--- src/rtl/mem_port_arbiter_if.sv ---
// Memory-side bus of the instruction/data port arbiter.
//   mem_req   : request, held high until the cycle mem_ack is seen
//   mem_we    : 1 = store, 0 = load/fetch
//   mem_size  : access size code (3'b010 = word)
//   mem_addr  : access address
//   mem_wdata : store data
//   mem_ack   : completion from memory; mem_rdata is valid in this cycle
//   mem_rdata : read data
// master modport: the arbiter side. slave modport: the memory side.
interface mem_port_arbiter_if #(
  parameter int AWIDTH = 32,
  parameter int DWIDTH = 32
);
  logic              mem_req;
  logic              mem_we;
  logic [2:0]        mem_size;
  logic [AWIDTH-1:0] mem_addr;
  logic [DWIDTH-1:0] mem_wdata;
  logic              mem_ack;
  logic [DWIDTH-1:0] mem_rdata;

  modport master (
    output mem_req, mem_we, mem_size, mem_addr, mem_wdata,
    input  mem_ack, mem_rdata
  );

  modport slave (
    input  mem_req, mem_we, mem_size, mem_addr, mem_wdata,
    output mem_ack, mem_rdata
  );
endinterface

--- src/rtl/mem_port_arbiter.sv ---
// Shares one memory port between an instruction-fetch requester (i_*) and a
// data requester (d_*). One transaction at a time: grant cycle, one or more
// wait cycles until mem_ack, then a one-cycle done pulse to the owner.
// Data normally wins; after MAX_DBURST back-to-back data grants with a fetch
// waiting, the fetch wins once.
// Ports:
//   clk, rst         : clock, synchronous active-high reset
//   i_req/i_addr     : fetch request and address (held until i_done)
//   i_rdata/i_done   : fetch data and one-cycle completion pulse
//   d_req/d_we/d_size/d_addr/d_wdata : data request fields (held until d_done)
//   d_rdata/d_done   : load data and one-cycle completion pulse
//   mem              : memory bus (master modport)
//   stall_if/stall_mem : pipeline stall requests (combinational)
module mem_port_arbiter #(
  parameter int DWIDTH     = 32,
  parameter int AWIDTH     = 32,
  parameter int MAX_DBURST = 4
) (
  input  logic                   clk,
  input  logic                   rst,
  input  logic                   i_req,
  input  logic [AWIDTH-1:0]      i_addr,
  output logic [DWIDTH-1:0]      i_rdata,
  output logic                   i_done,
  input  logic                   d_req,
  input  logic                   d_we,
  input  logic [2:0]             d_size,
  input  logic [AWIDTH-1:0]      d_addr,
  input  logic [DWIDTH-1:0]      d_wdata,
  output logic [DWIDTH-1:0]      d_rdata,
  output logic                   d_done,
  mem_port_arbiter_if.master     mem,
  output logic                   stall_if,
  output logic                   stall_mem
);

  typedef enum logic [1:0] {IDLE, IBUSY, DBUSY, DONE} state_t;

  localparam logic [3:0] DBURST_MAX = 4'(MAX_DBURST);
  localparam logic [2:0] SIZE_WORD  = 3'b010;

  state_t     state_reg;
  logic [3:0] dcount_reg;
  // Set for the single IDLE cycle that follows a done pulse of that side.
  logic       i_mask_reg;
  logic       d_mask_reg;

  logic i_wins;
  logic grant_i;
  logic grant_d;

  // Priority is decided on the raw requests. A masked requester keeps its
  // priority slot for that cycle: if it would have won, nobody is granted, so
  // a stale request is never reissued and the other side does not jump the
  // queue just because of the one-cycle mask.
  always_comb begin
    i_wins  = i_req && (!d_req || (dcount_reg == DBURST_MAX));
    grant_i = (state_reg == IDLE) && i_wins && !i_mask_reg;
    grant_d = (state_reg == IDLE) && !i_wins && d_req && !d_mask_reg;
  end

  assign stall_if  = i_req & ~i_done;
  assign stall_mem = d_req & ~d_done;

  always_ff @(posedge clk) begin
    if (rst) begin
      state_reg     <= IDLE;
      dcount_reg    <= '0;
      i_mask_reg    <= 1'b0;
      d_mask_reg    <= 1'b0;
      mem.mem_req   <= 1'b0;
      mem.mem_we    <= 1'b0;
      mem.mem_size  <= '0;
      mem.mem_addr  <= '0;
      mem.mem_wdata <= '0;
      i_done        <= 1'b0;
      d_done        <= 1'b0;
      i_rdata       <= '0;
      d_rdata       <= '0;
    end else begin
      i_done     <= 1'b0;
      d_done     <= 1'b0;
      i_mask_reg <= 1'b0;
      d_mask_reg <= 1'b0;
      case (state_reg)
        IDLE: begin
          if (grant_i) begin
            mem.mem_req   <= 1'b1;
            mem.mem_we    <= 1'b0;
            mem.mem_size  <= SIZE_WORD;
            mem.mem_addr  <= i_addr;
            mem.mem_wdata <= '0;
            dcount_reg    <= '0;
            state_reg     <= IBUSY;
          end else if (grant_d) begin
            mem.mem_req   <= 1'b1;
            mem.mem_we    <= d_we;
            mem.mem_size  <= d_size;
            mem.mem_addr  <= d_addr;
            mem.mem_wdata <= d_wdata;
            // Count only grants that made a waiting fetch wait longer.
            if (!i_req) begin
              dcount_reg <= '0;
            end else if (dcount_reg != DBURST_MAX) begin
              dcount_reg <= dcount_reg + 4'd1;
            end
            state_reg <= DBUSY;
          end
        end
        IBUSY: begin
          if (mem.mem_ack) begin
            mem.mem_req <= 1'b0;
            i_rdata     <= mem.mem_rdata;
            i_done      <= 1'b1;
            state_reg   <= DONE;
          end
        end
        DBUSY: begin
          if (mem.mem_ack) begin
            mem.mem_req <= 1'b0;
            d_rdata     <= mem.mem_rdata;
            d_done      <= 1'b1;
            state_reg   <= DONE;
          end
        end
        DONE: begin
          // The requester still shows its old request in the next cycle.
          i_mask_reg <= i_done;
          d_mask_reg <= d_done;
          state_reg  <= IDLE;
        end
        default: state_reg <= IDLE;
      endcase
    end
  end

endmodule

--- src/flat_wrapper.sv ---
// flat-port wrapper written by rule: the top's interface ports become plain ports
module mem_port_arbiter_flat 
#(
  parameter int DWIDTH     = 32,
  parameter int AWIDTH     = 32,
  parameter int MAX_DBURST = 4
)
  (clk, rst, i_req, i_addr, i_rdata, i_done, d_req, d_we, d_size, d_addr, d_wdata, d_rdata, d_done, stall_if, stall_mem, mem_mem_req, mem_mem_we, mem_mem_size, mem_mem_addr, mem_mem_wdata, mem_mem_ack, mem_mem_rdata);
  mem_port_arbiter_if #(.AWIDTH(AWIDTH), .DWIDTH(DWIDTH)) mem_i ();
  input  logic clk;
  input  logic rst;
  input  logic i_req;
  input  logic [AWIDTH-1:0] i_addr;
  output logic [DWIDTH-1:0] i_rdata;
  output logic i_done;
  input  logic d_req;
  input  logic d_we;
  input  logic [2:0] d_size;
  input  logic [AWIDTH-1:0] d_addr;
  input  logic [DWIDTH-1:0] d_wdata;
  output logic [DWIDTH-1:0] d_rdata;
  output logic d_done;
  output logic stall_if;
  output logic stall_mem;
  output wire logic [$bits(mem_i.mem_req)-1:0] mem_mem_req;
  output wire logic [$bits(mem_i.mem_we)-1:0] mem_mem_we;
  output wire logic [$bits(mem_i.mem_size)-1:0] mem_mem_size;
  output wire logic [$bits(mem_i.mem_addr)-1:0] mem_mem_addr;
  output wire logic [$bits(mem_i.mem_wdata)-1:0] mem_mem_wdata;
  input wire logic [$bits(mem_i.mem_ack)-1:0] mem_mem_ack;
  input wire logic [$bits(mem_i.mem_rdata)-1:0] mem_mem_rdata;
  assign mem_mem_req = mem_i.mem_req;
  assign mem_mem_we = mem_i.mem_we;
  assign mem_mem_size = mem_i.mem_size;
  assign mem_mem_addr = mem_i.mem_addr;
  assign mem_mem_wdata = mem_i.mem_wdata;
  assign mem_i.mem_ack = mem_mem_ack;
  assign mem_i.mem_rdata = mem_mem_rdata;
  mem_port_arbiter #(.DWIDTH(DWIDTH), .AWIDTH(AWIDTH), .MAX_DBURST(MAX_DBURST)) u_core (.clk(clk), .rst(rst), .i_req(i_req), .i_addr(i_addr), .i_rdata(i_rdata), .i_done(i_done), .d_req(d_req), .d_we(d_we), .d_size(d_size), .d_addr(d_addr), .d_wdata(d_wdata), .d_rdata(d_rdata), .d_done(d_done), .mem(mem_i), .stall_if(stall_if), .stall_mem(stall_mem));
endmodule
--- config.mk ---
export PLATFORM = sky130hd
export DESIGN_NAME = mem_port_arbiter_flat
export DESIGN_NICKNAME = d
export VERILOG_FILES = /design/src/rtl/mem_port_arbiter_if.sv /design/src/rtl/mem_port_arbiter.sv /design/src/flat_wrapper.sv
export SDC_FILE = /design/constraint.sdc
export NUM_CORES = 1
export LEC_CHECK = 0
export ABC_AREA = 1
export CAP_MARGIN = 0
export CORE_MARGIN = 4
export CORE_UTILIZATION = 37
export CTS_CLUSTER_DIAMETER = 40
export CTS_CLUSTER_SIZE = 8
export DETAILED_ROUTE_END_ITERATION = 6
export PLACE_DENSITY = 0.82
export SLEW_MARGIN = 15
export SYNTH_ARGS = -nofsm -noshare
export SYNTH_HDL_FRONTEND = slang
export SYNTH_SLANG_ARGS = --single-unit
--- constraint.sdc ---
create_clock -name clk -period 1.4 [get_ports clk]
set_input_delay 0.28 -clock clk [delete_from_list [all_inputs] [get_ports clk]]
set_output_delay 0.28 -clock clk [all_outputs]
set_load 0.02 [all_outputs]
== After elaboration in Yosys (flattened, before gate mapping) ==
Cells that the tools add are included.
Widths: inputs -> output; s select.

* RAM bits: 0
* Memories kept: 0
* Bits in read-only memories: 0
* Bits in latches: 0
* Register bits: 143
* Bits of input ports: 137
* Output and inout bits: 137

* Div/mod/pow operators: 0
* Reduce and logical (&&, ||, !) cells: 24
* $lt $le $gt $ge: 0
* Muxes and demuxes: 21
* Multipliers: 0
* Equality and inequality tests: 8
* Add/sub/neg operators: 1
* Shifts and indexed selects: 0
* Bitwise logic cells: 7

{| class="wikitable"
|+ Operators with widths
! operator !! number
|-
| $mux 32 || 4
|-
| $mux 4 || 4
|-
| $reduce_and 2->1 || 4
|-
| $reduce_or 2->1 || 4
|-
| $logic_and 1x1->1 || 6
|-
| $mux 1 || 6
|-
| $mux 2 || 3
|-
| $mux 3 || 2
|-
| $ne 3x1->1 const B || 2
|-
| $pmux 2 s3 || 1
|-
| $reduce_and 3->1 || 2
|-
| $not 1->1 || 5
|-
| $add 4x1->4 const B || 1
|-
| $eq 2x2->1 const B || 2
|-
| $eq 4x3->1 const B || 1
|-
| $logic_not 1->1 || 4
|-
| $ne 4x3->1 const B || 1
|-
| $reduce_bool 2->1 || 2
|-
| $and 1x1->1 || 2
|-
| $eq 2x1->1 const B || 1
|-
| $logic_not 2->1 || 1
|-
| $ne 2x1->1 const B || 1
|-
| $pmux 1 s2 || 1
|-
| $logic_or 1x1->1 || 1
|}

== Depth between registers and ports, before layout ==
* Depth in word-level cells: 10
* Mapped depth: 13
* Depth with buffers taken out: 12

== Least setup slack after synthesis ==
No wires, ideal clock.

* Path kind: register to register
* Start point: register u_core.dcount_reg[0]
* End point: register u_core.mem.mem_addr[18]
* Buffers on the path: 2
* Slack: -0.176 ns
* Clock period less this slack: 1.576 ns
* Cell stages (with the launch flop): 12
* Library setup time: 0.116 ns
* Data arrival time: 1.459 ns
* Data required time: 1.284 ns
* Path through: dfxtp_1 inv_1 ha_1 nand2_1 inv_1 nand2_2 nand2_4 nand2_4 nand2_4 buf_6 buf_4 o211a_1

* Cells in the longest elaborated chain, start to end: 9
* Elaborated cells on any way between the ends: 12

{| class="wikitable"
|+ RTL lines
! what !! RTL line !! text
|-
| start: declaration || mem_port_arbiter.sv:43 || <nowiki>logic [3:0] dcount_reg;</nowiki>
|-
| start signal: assignment || mem_port_arbiter.sv:105 || <nowiki>dcount_reg <= dcount_reg + 4'd1;</nowiki>
|-
| $eq 4x3->1 (*) || mem_port_arbiter.sv:57 || <nowiki>i_wins = i_req && (!d_req || (dcount_reg == DBURST_MAX));</nowiki>
|-
| $logic_or 1x1->1 (*) || mem_port_arbiter.sv:57 ||
|-
| $logic_and 1x1->1 (*) || mem_port_arbiter.sv:57 ||
|-
| $logic_not 1->1 || mem_port_arbiter.sv:59 || <nowiki>grant_d = (state_reg == IDLE) && !i_wins && d_req && !d_mask_reg;</nowiki>
|-
| $logic_and 1x1->1 (3 in a row) || mem_port_arbiter.sv:59 ||
|-
| $reduce_bool 2->1 (no source line) || -- ||
|-
| $reduce_and 2->1 (no source line) || -- ||
|-
| end signal: assignment || mem_port_arbiter.sv:91 || <nowiki>mem.mem_addr <= i_addr;</nowiki>
|-
| end signal: assignment || mem_port_arbiter.sv:99 || <nowiki>mem.mem_addr <= d_addr;</nowiki>
|-
| end: declaration || mem_port_arbiter_if.sv:23 || <nowiki>output mem_req, mem_we, mem_size, mem_addr, mem_wdata,</nowiki>
|}

Every way passes the cells marked *; elsewhere a longest branch is shown, timed or not.
A chain may end at the register's enable or synchronous reset.

== Worst setup path in the final report ==
* Start point: register u_core.state_reg[1]
* End point: register u_core.mem.mem_addr[4]

* Cells in the longest elaborated chain, start to end: 6
* Elaborated cells on any way between the ends: 9

{| class="wikitable"
|+ RTL lines
! what !! RTL line !! text
|-
| start: declaration || mem_port_arbiter.sv:42 || <nowiki>state_t state_reg;</nowiki>
|-
| start signal: assignment || mem_port_arbiter.sv:67 || <nowiki>state_reg <= IDLE;</nowiki>
|-
| start signal: assignment || mem_port_arbiter.sv:94 || <nowiki>state_reg <= IBUSY;</nowiki>
|-
| start signal: assignment || mem_port_arbiter.sv:107 || <nowiki>state_reg <= DBUSY;</nowiki>
|-
| $logic_not 2->1 (*) || mem_port_arbiter.sv:58, mem_port_arbiter.sv:59, mem_port_arbiter.sv:85 ||
|-
| $logic_and 1x1->1 (3 in a row) || mem_port_arbiter.sv:59 ||
|-
| $reduce_bool 2->1 (no source line) || -- ||
|-
| $reduce_and 2->1 (no source line) || -- ||
|}

Marks and branches as above.

==> results.py <==
metrics = {
    "worst_setup_path": {
        "cp-end-kind": "flip-flop",
        "crit_type": "flip-flop to flip-flop",
        "cp-start-kind": "flip-flop",
        "critPathMaxFanout": 8,
        "crit_family": "simple AND/OR/NAND/NOR gates",
        "crit_chain": "inv_2 -> ha_4 -> buf_6 -> inv_4 -> nor2_4 -> nand2_8 -> nand2_8 -> buf_6 -> buf_16 -> nand3_2 -> o211a_1",
        "slowest_delay_ps": 320,
        "cp.required_ps": 1720,
        "cp_slowest_cell": "dfxtp_2",
        "worstPathBufferInverterCount": 5,
        "crit_arrival_ps": 1990,
    },
    "run_status": {
        "violations": "setup timing",
        "status": "complete, but fails checks",
    },
    "route": {
        "drc_errors": 0,
        "drtIter0Drc": 276,
        "wl_mm": 21.0,
        "vias_per_cell": 5.11,
        "wl_per_cell_um": 17.1,
        "vias": 6250,
        "dr.pass1.iters": 7,
        "ant_nets": 0,
    },
    "floorplanning": {
        "dieArea_um2": 17500,
        "die_w_um": 132,
        "initial_core_util_pct": 37.7,
        "die_y_um": 132,
        "rows": 45,
        "ios": 274,
        "fp.coreArea_um2": 15100,
    },
    "cells_and_area": {
        "layout-area-overhead-vs-synth_pct": 81.3,
        "stdcell_count": 1224,
        "finalInstanceArea_um2": 10400,
        "drive_above_1_share_pct": 27.7,
        "fin_util_pct": 68.4,
        "final_nets": 1168,
        "mostFrequentLayoutCells": "nor2_1, dfxtp_1, clkdlybuf4s50_1",
        "layout_commonest_cell": "nor2_1",
        "diodes": 0,
    },
    "sta": {
        "tightest_slew_ps": 515,
        "finalCriticalPeriod_ps": 1670,
        "tns_ps": -14900,
        "skew_ps": 9.50,
        "hold_viol": 0,
        "timing.hold.ws_ps": 286,
        "max_freq_ghz": 0.598,
        "rsz0062_at_grt": "true",
        "finalSetupViolCount": 92,
        "fin_crit_sh_pct": 120,
        "fin_ws_ps": -273,
        "relSlewSlack_pct": 65.4,
        "drv_slew": 0,
    },
    "global_routing": {
        "overflow": 0,
        "grt_pass1_vias": 5899,
        "grt_start_max_net_pins": 46,
        "grtUsageTotal_pct": 21.7,
        "antenna_found_initial": 0,
        "grt_pass1_wl_mm": 30.7,
    },
    "placed_design": {
        "postPlaceCellArea_um2": 9080,
        "dp_slack_ps": -584,
        "gp_congestion": 0.800,
        "port_buffers": 273,
        "place_hpwl_mm": 13.6,
        "dp_cells": 1167,
    },
    "pwr": {
        "ir_drop_uv": 941,
        "fin_total_pwr_mw": 18.9,
        "comb_power_share_pct": 45.6,
        "p_sw_mw": 7.22,
        "power_leakage_nw": 4.59,
        "swShare_pct": 38.3,
        "p_seq_share_pct": 30.9,
        "clkPwrFrac_pct": 23.5,
        "p_per_area_nw_per_um2": 1820,
        "intPower_mw": 11.6,
    },
    "synth": {
        "yosys_warnings": 0,
        "synth_seq_cells": 143,
        "synth_nets": 850,
        "synth_cell_types": 28,
        "synth_compound_area_share_pct": 15.3,
        "synthCells": 705,
        "synthXorXnorAreaFrac_pct": 0.153,
        "synthMuxAreaShare_pct": 0,
        "synth_top_area_cell": "dfxtp_1",
        "syn_avg_cell_area_um2": 8.11,
        "netlist_top_cells_area": "dfxtp_1, nor2_1, o21ai_0, nand3_1, o211a_1",
        "synth_simple_gate_area_share_pct": 26.9,
        "ys_seq_area_share_pct": 50.1,
        "synth_top_family_by_area": "simple AND/OR/NAND/NOR gates",
        "synth_top_area_share_pct": 50.1,
        "syn_area_um2": 5710,
        "synth_fa_ha_area_share_pct": 1.75,
    },
    "clock_tree": {
        "clock_sinks": 143,
        "clockBufferDepth": 2,
        "cts_tree": "done",
        "cts-root-buf": "clkbuf_16",
        "cts_htree_levels": 4,
        "worstSkewPairLatency_ps": 420,
        "cts_hold_buf": 0,
        "clk_pin_slew_ps": 60,
        "cts_made_buffers": 17,
    },
    "run": {
        "cap_violations": 0,
    },
    "hold_path": {
        "hold_class": "primary input to flip-flop",
    },
}
## Yosys cell counts
cell        n
o211ai_1    1
nor2_4      1
nand2_1    48
nand3_2     2
and3_1      2
a21oi_1     5
o211a_1    32
o21ai_0    76
or2_2       1
nor3_2     16
nor3_1     21
buf_2      18
dfxtp_1   143
nand2_4     3
buf_4       4
nor2_2      1
nand4_1     1
ha_1        8
inv_2       2
xor2_1      1
nor2_1    175
nand3_1    66
o21ai_1    28
clkbuf_1   29
buf_1       1
nand2_2     1
buf_6       3
inv_1      16
## cell families after synthesis
family	after synthesis
buf+inv	73
compound gates	142
simple gates	338
xor+xnor	1
flops	143
fa+ha+maj	8
## area by class of cell
| cell class | instances | area, µm² |
|---|---|---|
| fillers | 1158 | 4790 |
| repair buffers | 354 | 3650 |
| multi-input cells | 489 | 2950 |
| flip-flops and latches | 143 | 2870 |
| clock buffers | 17 | 425 |
| well taps | 188 | 235 |
| clock inverters | 15 | 153 |
| inverters | 18 | 75.1 |
## worst min-delay path, delay by kind of cell
family                 cells  cell delay, ps
buffers and inverters      3             290
AND/OR/NAND/NOR            2              90
## power groups by stage
stage / sequential [mW] / combinational, mW / clock (mW)
floorplan: 7.11 / 2.79 / 0
global placement: 5.81 / 7.75 / 0
detailed placement: 5.86 / 7.85 / 0
CTS: 5.78 / 8.09 / 4.53
global route: 5.96 / 9.20 / 4.69
finish: 5.83 / 8.59 / 4.43
## path summary, 6_finish.rpt
check | startpoint | end | cells past startpoint | slack (ps)
max reg2reg | u_core.state_reg[1] | u_core.mem.mem_addr[4] | 11 | -270
min reg2reg | u_core.i_rdata[25] | u_core.i_rdata[25] | 2 | 480
max | u_core.state_reg[1] | u_core.mem.mem_addr[4] | 11 | -270
min | rst | u_core.state_reg[1] | 5 | 290
## repair_timing
action                                  in CTS  in global routing
endpoints found under the setup margin     275                227
pin swaps                                    6                 12
setup buffers                               10                  5
gates resized for setup                    288                178
gates cloned                                 7                  5
## layer usage
metal | global-route usage [%] | share of wire [%]
met1 | 24.2 | 38
met2 | 38.1 | 50
met3 | 7.98 | 9.1
met4 | 7.68 | 2.6
met5 | 0 | 0
No activity file was read; power rests on OpenSTA's default activity.
